==> config.mk <==
export PLATFORM = sky130hd
export DESIGN_NAME = alu_mac_sequencer
export DESIGN_NICKNAME = d
export VERILOG_FILES = /design/src/rtl/alu_mac_sequencer_pkg.sv /design/src/rtl/alu_mac_sequencer.sv
export SDC_FILE = /design/constraint.sdc
export NUM_CORES = 1
export LEC_CHECK = 0
export ABC_AREA = 1
export CAP_MARGIN = 15
export CORE_AREA = 2 2 100 102
export DETAILED_ROUTE_END_ITERATION = 6
export DIE_AREA = 0 0 102 104
export MAX_ROUTING_LAYER = met4
export PLACE_DENSITY = 0.81
export SYNTH_ARGS = -nofsm -noshare
export SYNTH_HDL_FRONTEND = slang
export SYNTH_SLANG_ARGS = --single-unit
==> constraint.sdc <==
create_clock -name clk -period 2.2 [get_ports clk]
set_clock_uncertainty 0.1 [all_clocks]
set_input_delay 0.66 -clock clk [delete_from_list [all_inputs] [get_ports clk]]
set_output_delay 0.66 -clock clk [all_outputs]
set_load 0.01 [all_outputs]
==> src/rtl/alu_mac_sequencer_pkg.sv <==
// Shared ALU opcode/word definitions and the MAC sequencer state encoding.
package alu_mac_sequencer_pkg;

  localparam int REG_WORD_LEN     = 16;
  localparam int ALU_MODE_LEN     = 4;
  localparam int SHIFT_LEN        = 4;
  localparam int MACSEQ_STATE_LEN = 2;

  localparam logic [ALU_MODE_LEN-1:0] ALU_NOP = 4'd0;
  localparam logic [ALU_MODE_LEN-1:0] ALU_MAC = 4'd6;

  typedef enum logic [MACSEQ_STATE_LEN-1:0] {
    MACSEQ_IDLE  = 2'd0,
    MACSEQ_RUN   = 2'd1,
    MACSEQ_DRAIN = 2'd2,
    MACSEQ_DONE  = 2'd3
  } macseq_state_e;

endpackage

==> src/rtl/alu_mac_sequencer.sv <==
// Sequences the shared ALU through an N-tap MAC loop over sample/coefficient memories.
// Latency: done rises N+1 cycles after the start-sampling edge (one pair per cycle, no bubbles).
// Backpressure: none; start is only taken in idle, abort cancels without a done pulse.
module alu_mac_sequencer
  import alu_mac_sequencer_pkg::*;
#(
  parameter int ADDR_W = 8,
  parameter int LEN_W  = 8
) (
  input  logic                    clk,
  input  logic                    rst_n,
  input  logic                    start,
  input  logic                    abort,
  input  logic [LEN_W-1:0]        len,
  input  logic [ADDR_W-1:0]       x_base,
  input  logic [ADDR_W-1:0]       h_base,
  output logic                    mem_rd_en,
  output logic [ADDR_W-1:0]       x_addr,
  output logic [ADDR_W-1:0]       h_addr,
  input  logic [REG_WORD_LEN-1:0] x_data,
  input  logic [REG_WORD_LEN-1:0] h_data,
  output logic [ALU_MODE_LEN-1:0] alu_opcode,
  output logic [REG_WORD_LEN-1:0] alu_a,
  output logic [REG_WORD_LEN-1:0] alu_b,
  output logic [REG_WORD_LEN-1:0] alu_c,
  output logic [SHIFT_LEN-1:0]    alu_shift,
  input  logic [REG_WORD_LEN-1:0] alu_out,
  output logic                    busy,
  output logic                    done,
  output logic [REG_WORD_LEN-1:0] result
);

  localparam logic [LEN_W-1:0]  LEN_ONE  = LEN_W'(1);
  localparam logic [ADDR_W-1:0] ADDR_ONE = ADDR_W'(1);

  macseq_state_e           state;
  logic [LEN_W-1:0]        len_q;
  logic [LEN_W-1:0]        idx;
  logic [REG_WORD_LEN-1:0] acc;
  logic                    rd_vld;

  // The ALU mux is only claimed while a returned pair is on x_data/h_data.
  assign alu_opcode = rd_vld ? ALU_MAC : ALU_NOP;
  assign alu_a      = rd_vld ? x_data  : '0;
  assign alu_b      = rd_vld ? h_data  : '0;
  assign alu_c      = rd_vld ? acc     : '0;
  assign alu_shift  = '0;

  always_ff @(posedge clk) begin
    if (!rst_n) begin
      state     <= MACSEQ_IDLE;
      len_q     <= '0;
      idx       <= '0;
      acc       <= '0;
      rd_vld    <= 1'b0;
      mem_rd_en <= 1'b0;
      x_addr    <= '0;
      h_addr    <= '0;
      busy      <= 1'b0;
      done      <= 1'b0;
      result    <= '0;
    end else begin
      rd_vld <= mem_rd_en;
      if (rd_vld && !abort) acc <= alu_out;

      unique case (state)
        MACSEQ_IDLE: begin
          if (start && !abort) begin
            len_q  <= len;
            idx    <= '0;
            acc    <= '0;
            x_addr <= x_base;
            h_addr <= h_base;
            busy   <= 1'b1;
            // Zero-length runs pass straight through DRAIN so done keeps the N+1 latency.
            if (len != '0) begin
              state     <= MACSEQ_RUN;
              mem_rd_en <= 1'b1;
            end else begin
              state <= MACSEQ_DRAIN;
            end
          end
        end

        MACSEQ_RUN: begin
          if (abort) begin
            state     <= MACSEQ_IDLE;
            busy      <= 1'b0;
            mem_rd_en <= 1'b0;
            rd_vld    <= 1'b0;
          end else if (idx == len_q - LEN_ONE) begin
            state     <= MACSEQ_DRAIN;
            mem_rd_en <= 1'b0;
          end else begin
            idx    <= idx + LEN_ONE;
            x_addr <= x_addr + ADDR_ONE;
            h_addr <= h_addr + ADDR_ONE;
          end
        end

        MACSEQ_DRAIN: begin
          if (abort) begin
            state  <= MACSEQ_IDLE;
            busy   <= 1'b0;
            rd_vld <= 1'b0;
          end else begin
            state  <= MACSEQ_DONE;
            busy   <= 1'b0;
            done   <= 1'b1;
            result <= rd_vld ? alu_out : acc;
          end
        end

        MACSEQ_DONE: begin
          done  <= 1'b0;
          state <= MACSEQ_IDLE;
        end

        default: state <= MACSEQ_IDLE;
      endcase
    end
  end

endmodule

==> results of run 1 <==
## final cells by class
cell class                 instances  area, sq um  share of cell area
clock buffer                       9          124              0.0202
clock inverter                     7         82.6              0.0135
inverter                          85          319              0.0521
multi-input combinational        455         2220               0.363
sequential                        70         1410               0.230
tap                              133          166              0.0272
timing repair buffer             191         1800               0.294
## layout by cell type (no fill, tap or decap), types with 2 or more instances in the layout
master           Yosys  layout
conb_1               1       6
buf_4               12      21
clkbuf_16            0       2
nor2_2               2       3
xnor2_1              6       6
inv_1               81      80
dfxtp_1             70      67
buf_12               0       4
a21oi_1             67      67
clkinv_4             0       2
dfxtp_2              0       2
o21ai_0             37      37
dlygate4sd2_1        0      18
clkbuf_2             0       7
clkinvlp_4           0       2
a21oi_2             10      10
inv_2                2       3
nor4_1               2       2
xor2_1              11      11
ha_1                 9       8
nand2_1            195     195
nor3_1               2       2
nor3b_1              2       2
clkdlybuf4s50_1      0     110
buf_2                5      24
nand4_1             23      23
clkinv_1             2       2
nand3_1             26      26
nor2_1              47      46
o22ai_1              2       2
clkbuf_8             0       9
## flip-flops by register name, indices dropped and copies added (netlist names)
signal / flops
idx: 8
rd_vld: 1
mem_rd_en: 1
len_q: 8
state: 2
result: 16
x_addr: 8
h_addr: 8
done: 1
busy: 1
acc: 16
## timing repair
| item | 4_1_cts | 5_1_grt |
|---|---|---|
| gates resized for setup | 117 | 32 |
| cloned | 2 | 2 |
| buffers inserted | 0 | 2 |
| pin swaps | 0 | 5 |
| setup endpoints to repair | 50 | 50 |
## power breakdown
group          leakage, nW  internal (mW)  switching (mW)  total (mW)
logic                 2.33           1.51            1.72        3.24
clock network       0.0980          0.539           0.543        1.08
registers            0.572           1.54           0.274        1.81
total                 3.00           3.59            2.54        6.13
## synth_stat cells, types with 2 or more instances
cell      count  area share
o22ai_1       2      0.0030
inv_1        81       0.074
buf_4        12       0.022
xnor2_1       6       0.013
nor4_1        2      0.0030
nand3_2       2      0.0048
ha_1          9       0.027
buf_6         2      0.0054
a21oi_2      10       0.021
nor2_2        2      0.0030
inv_2         2      0.0018
nor3_1        2      0.0024
xor2_1       11       0.023
buf_2         5      0.0061
a21oi_1      67       0.081
nor3b_1       2      0.0036
o21ai_0      37       0.045
nand3_1      26       0.031
nor2_1       47       0.043
clkbuf_1     22       0.020
buf_1         3      0.0027
dfxtp_1      70        0.34
clkinv_1      2      0.0018
nand2_1     195        0.18
nand4_1      23       0.035
## critical path: stages
cell and delay, ps:
clkdlybuf4s50_1 460, nand2_1 50, inv_1 50, clkdlybuf4s15_2 210
## routing by layer
layer  share of wire  wire (microns)  track usage
met1            0.42            5650        0.315
met2            0.50            6670        0.410
met3           0.058             773       0.0538
met4           0.021             287       0.0800
met5               0               0            -
## through the flow
step | setup slack [ps] | instance area [sq um] | utilization | instances
2_1_floorplan | 207 | 4150 | - | 654
3_3_place_gp | -344 | 5930 | 0.621 | 928
3_5_place_dp | -357 | 5930 | 0.621 | 928
4_1_cts | 0.0793 | 6150 | 0.644 | 946
5_1_grt | 3.90 | 6120 | 0.641 | 950
6_report | 15.5 | 6120 | 0.641 | 950
## kinds of logic after synthesis
logic type               count (synthesis)  share of synthesized area
AO/OA/AOI/OAI                          119                      0.155
AND/OR/NAND/NOR                        304                      0.309
adder cells (fa/ha/maj)                  9                     0.0272
flip-flops                              70                      0.339
other                                    1                   0.000907
buffers and inverters                  129                      0.133
XOR/XNOR                                17                     0.0360
## path summary, 6_finish.rpt
kind,slack (ps),end,startpoint,depth (start not counted)
setup / recovery,20,alu_a[11],x_data[11],4
hold / removal,390,rd_vld,mem_rd_en,2
setup reg to reg,160,idx[6],len_q[0],14
hold reg to reg,390,rd_vld,mem_rd_en,2
==> metrics.md, run 1 <==
| Metric | Value |
|---|---|
| RSZ-0062 raised after global routing | `false` |
| Synthesis-to-finish area growth | `48.1%` |
| Worst Tran Pin Value | `536 ps` |
| Gr usage total | `0.254` |
| Via density | `4.95` |
| Setup tns final | `0 ps` |
| Synth Warn # | `0` |
| Pin count of the biggest net entering global routing | `25` |
| P_leak | `between 2 and 3 nW` |
| Share of flip-flops with an asynchronous set or reset | `0` |
| Layout cell share with drive strength beyond 1 | `0.126` |
| Maximum clock path buffer count | `2` |
| Die Ht | `104 microns` |
| Crit Path Max Fanout | `1` |
| Max Cap Violations | `0` |
| H-tree depth | `3` |
| Mean post-synth cell area | `6.37 sq um` |
| DIE AREA | `10600 sq um` |
| Synth Instances | `649` |
| Post-synth EDFFs | `0` |
| Status | `completed` |
| Fmax | `458 MHz` |
| Relative slew slack | `0.642` |
| # rows | `36` |
| TritonCTS clock tree | `yes` |
| Post-route ant nets | `0` |
| Synth Cell Area | `4130 sq um` |
| Clock Sinks | `70` |
| Routability-driven placement congestion ratio | `0.901` |
| Post-synthesis sequential area ratio | `0.339` |
| Max Slew Vio Count | `0` |
| Final period util | `0.993` |
| Top FF cell, synth | `dfxtp_1` |
| Peak supply drop | `0.000498 V` |
| GR Overflow Total | `0` |
| CTS Root Cell | `clkbuf_8` |
| Critical path type | `in2out` |
| Hpwl dp | `around 9400 microns` |
| Startpoint Class | `primary input` |
| CTS Hold Bufs | `0` |
| Req. time, crit path | `1440 ps` |
| Diode count | `0` |
| IO Pins | `167` |
| Yosys reg bits | `70` |
| Worst-Skew Late Latency | `350 ps` |
| Fin nets | `897` |
| Drt total wl | `13400 microns` |
| DR WL/cell | `14.1 microns` |
| Distinct cells, synth | `32` |
| Die X | `102 microns` |
| Worst-path clk slew | `80 ps` |
| Hold_ws | `387 ps` |
| Power Total | `slightly above 6 mW` |
| Pwr Density | `1000 nW/um^2` |
| Initial Util | `0.433` |
| Initial antenna violation count | `0` |
| Drt first pass iters | `5` |
| Fill count | `840` |
| # DRC | `0` |
| CP Capture Type | `primary output` |
| Port-buffer cells | `160` |
| Final setup fails | `0` |
| Num CTS Buffers | `9` |
| Period minus WS final | `2180 ps` |
| Vias in the first global route | `4576` |
| DR vias | `4707` |
| Worst hold path class | `reg2reg` |
| First-pass GRT wire length | `~22000 microns` |
| Worst path arrival time | `approximately 1400 ps` |
| Initial DRC Count | `258` |
| Fin. Hold Viols | `0` |
| Core ar. | `9550 sq um` |
Note: power is estimated with default switching activity, not from simulation.
==> inputs of run 2 (changes only) <==
PLACE_DENSITY = unset   (was 0.81)
PLACE_DENSITY_LB_ADDON = 0.1   (was unset)
==> run 2 against run 1 <==
  * Final cell count down 0.32%
  * Non-clock buffer count down 3
  * Total power up 1.2%
  * Critical path type is now reg2out
  * Flip-flop and latch count unchanged
  * First-iteration DRC count down 20%
  * Sequential share of layout area about the same
  * Utilization up 0.052 points
==> metrics.md, run 2 (synthesis gave the netlist of run 1 again) <==
| Metric | Value |
|---|---|
| DP Cell Count | `926 (was 928)` |
| DIE AREA | `10600 sq um (unchanged)` |
| Vias in the first global route | `4585 (was 4576)` |
| IO Pins | `167 (unchanged)` |
| Max Cap Violations | `0 (unchanged)` |
| CP Capture Type | `primary output (unchanged)` |
| Worst hold path class | `reg2reg (unchanged)` |
| H-tree depth | `3 (unchanged)` |
| Initial antenna violation count | `0 (unchanged)` |
| Pin count of the biggest net entering global routing | `30 (was 25)` |
| Diode count | `0 (unchanged)` |
| Via density | `4.98 (was 4.95)` |
| Max Slew Vio Count | `0 (unchanged)` |
| Port-buffer cells | `160 (unchanged)` |
| Clock Sinks | `70 (unchanged)` |
| Power Total | `6.21 mW (was 6.13 mW)` |
| Setup WS pre-CTS | `-359 ps (was -357 ps)` |
| Crit Path Max Fanout | `5 (was 1)` |
| Final period util | `0.967 (was 0.993)` |
| Largest regs | `acc (16), result (16) (unchanged)` |
| Relative slew slack | `0.626 (was 0.642)` |
| Final setup fails | `0 (unchanged)` |
| Worst path arrival time | `1370 ps (was 1420 ps)` |
| Critical path type | `reg2out (was in2out)` |
| P_leak | `3.03 nW (was 3.00 nW)` |
| Fmax | `470 MHz (was 458 MHz)` |
| Fin worst setup slack | `72.9 ps (was 15.5 ps)` |
| Peak supply drop | `0.000462 V (was 0.000498 V)` |
| Most frequent cells in the layout | `nand2_1, clkdlybuf4s50_1, inv_1, a21oi_1, dfxtp_1 (unchanged)` |
| Worst-path clk slew | `100 ps (was 80 ps)` |
| Synthesis-to-finish area growth | `48.2% (was 48.1%)` |
| Maximum clock path buffer count | `2 (unchanged)` |
| Routability-driven placement congestion ratio | `0.865 (was 0.901)` |
| Req. time, crit path | `1440 ps (about the same)` |
| Die Ht | `104 microns (unchanged)` |
| Fin. Hold Viols | `0 (unchanged)` |
| Critical path buffers and inverters | `1 (was 3)` |
| Status | `completed (unchanged)` |
| Drt first pass iters | `5 (unchanged)` |
| RSZ-0062 raised after global routing | `false (unchanged)` |
| Hpwl dp | `8820 microns (was 9360 microns)` |
| Cell area after layout | `6130 sq um (was 6120 sq um)` |
| Fin nets | `894 (was 897)` |
| Crit-path cells | `clkdlybuf4s50_1 (was clkdlybuf4s50_1 > nand2_1 > inv_1 > clkdlybuf4s15_2)` |
| Drt total wl | `12700 microns (was 13400 microns)` |
| Num CTS Buffers | `9 (unchanged)` |
| Largest stage delay, worst path | `570 ps (was 460 ps)` |
| GR Overflow Total | `0 (unchanged)` |
| # rows | `36 (unchanged)` |
| DR vias | `4720 (was 4707)` |
| Die X | `102 microns (unchanged)` |
| # DRC | `0 (unchanged)` |
| Period minus WS final | `2130 ps (was 2180 ps)` |
| Commonest non-fill, non-tap cell in the layout | `nand2_1 (unchanged)` |
| TritonCTS clock tree | `yes (unchanged)` |
| Startpoint Class | `register (was primary input)` |
| Layout Cells excl Fill | `947 (was 950)` |
| DR WL/cell | `13.4 microns (was 14.1 microns)` |
| Core ar. | `9550 sq um (unchanged)` |
| Layout cell share with drive strength beyond 1 | `0.120 (was 0.126)` |
| Gr usage total | `0.246 (was 0.254)` |
| CTS Root Cell | `clkbuf_8 (unchanged)` |
| Initial DRC Count | `207 (was 258)` |
| Cell Area, Placed | `5920 sq um (was 5930 sq um)` |
| CTS Hold Bufs | `0 (unchanged)` |
| Slowest CP cell | `clkdlybuf4s50_1 (unchanged)` |
| Worst-Skew Late Latency | `360 ps (was 350 ps)` |
| Initial Util | `0.433 (unchanged)` |
| First-pass GRT wire length | `20800 microns (was 21500 microns)` |
| Cell type group with the largest total delay on the critical path | `buffers and inverters (unchanged)` |
| Post-route ant nets | `0 (unchanged)` |
| Pwr Density | `1010 nW/um^2 (was 1000 nW/um^2)` |
| Worst Tran Pin Value | `561 ps (was 536 ps)` |
==> run 2: cell types whose count changed in the layout (fill, tap and decap cells not counted), sizes merged, moves of 2 or more <==
| cell | change |
|---|---|
| clkbuf | -2 |
| clkinvlp | -2 |
| dlygate4sd2 | -2 |
| dlymetal6s2s | +2 |
==> run 2: area by class of cell <==
class                      instances  area, sq um
clock buffer                       9          124
clock inverter                     7          104
fill                             877         3420
inverter                          85          319
multi-input combinational        455         2220
sequential                        70         1410
tap                              133          166
timing repair buffer             188         1790
==> run 2: worst paths after layout <==
path	startpoint	endpoint	slack (ps)	cells past startpoint
max reg2reg	len_q[0]	idx[4]	160	14
max	x_addr[3]	x_addr[3]	70	1
min reg2reg	acc[0]	acc[0]	380	2
min	acc[0]	acc[0]	380	2
==> run 2: metal layers <==
metal  wire length, microns  track usage  vias up
met5                      0            -        -
met4                    343        0.100        0
met3                    907       0.0618       33
met2                   6190        0.402      187
met1                   5240        0.286     2138
li1                       -            -     2362
==> run 2: report_power, final <==
| group | internal (mW) | leakage, nW | switching, mW |
|---|---|---|---|
| Combinational | 1.49 | 2.34 | 1.72 |
| Sequential | 1.54 | 0.572 | 0.260 |
| Clock | 0.652 | 0.114 | 0.549 |
| Total | 3.68 | 3.03 | 2.53 |
==> run 2: what timing repair did <==
| action | in CTS | in global routing |
|---|---|---|
| gates cloned | 2 | 2 |
| pin swaps | 0 | 1 |
| resized for setup | 120 | 31 |
| endpoints found under the setup margin | 50 | 53 |
| buffers inserted | 1 | 0 |
==> run 2: through the flow <==
stage | util | TNS [ps] | hold WS, ps
floorplan | - | 0 | 353
global placement | 0.620 | -10520 | 362
detailed placement | 0.620 | -11050 | 369
CTS | 0.649 | 0 | 381
global route | 0.642 | 0 | 388
finish | 0.642 | 0 | 381
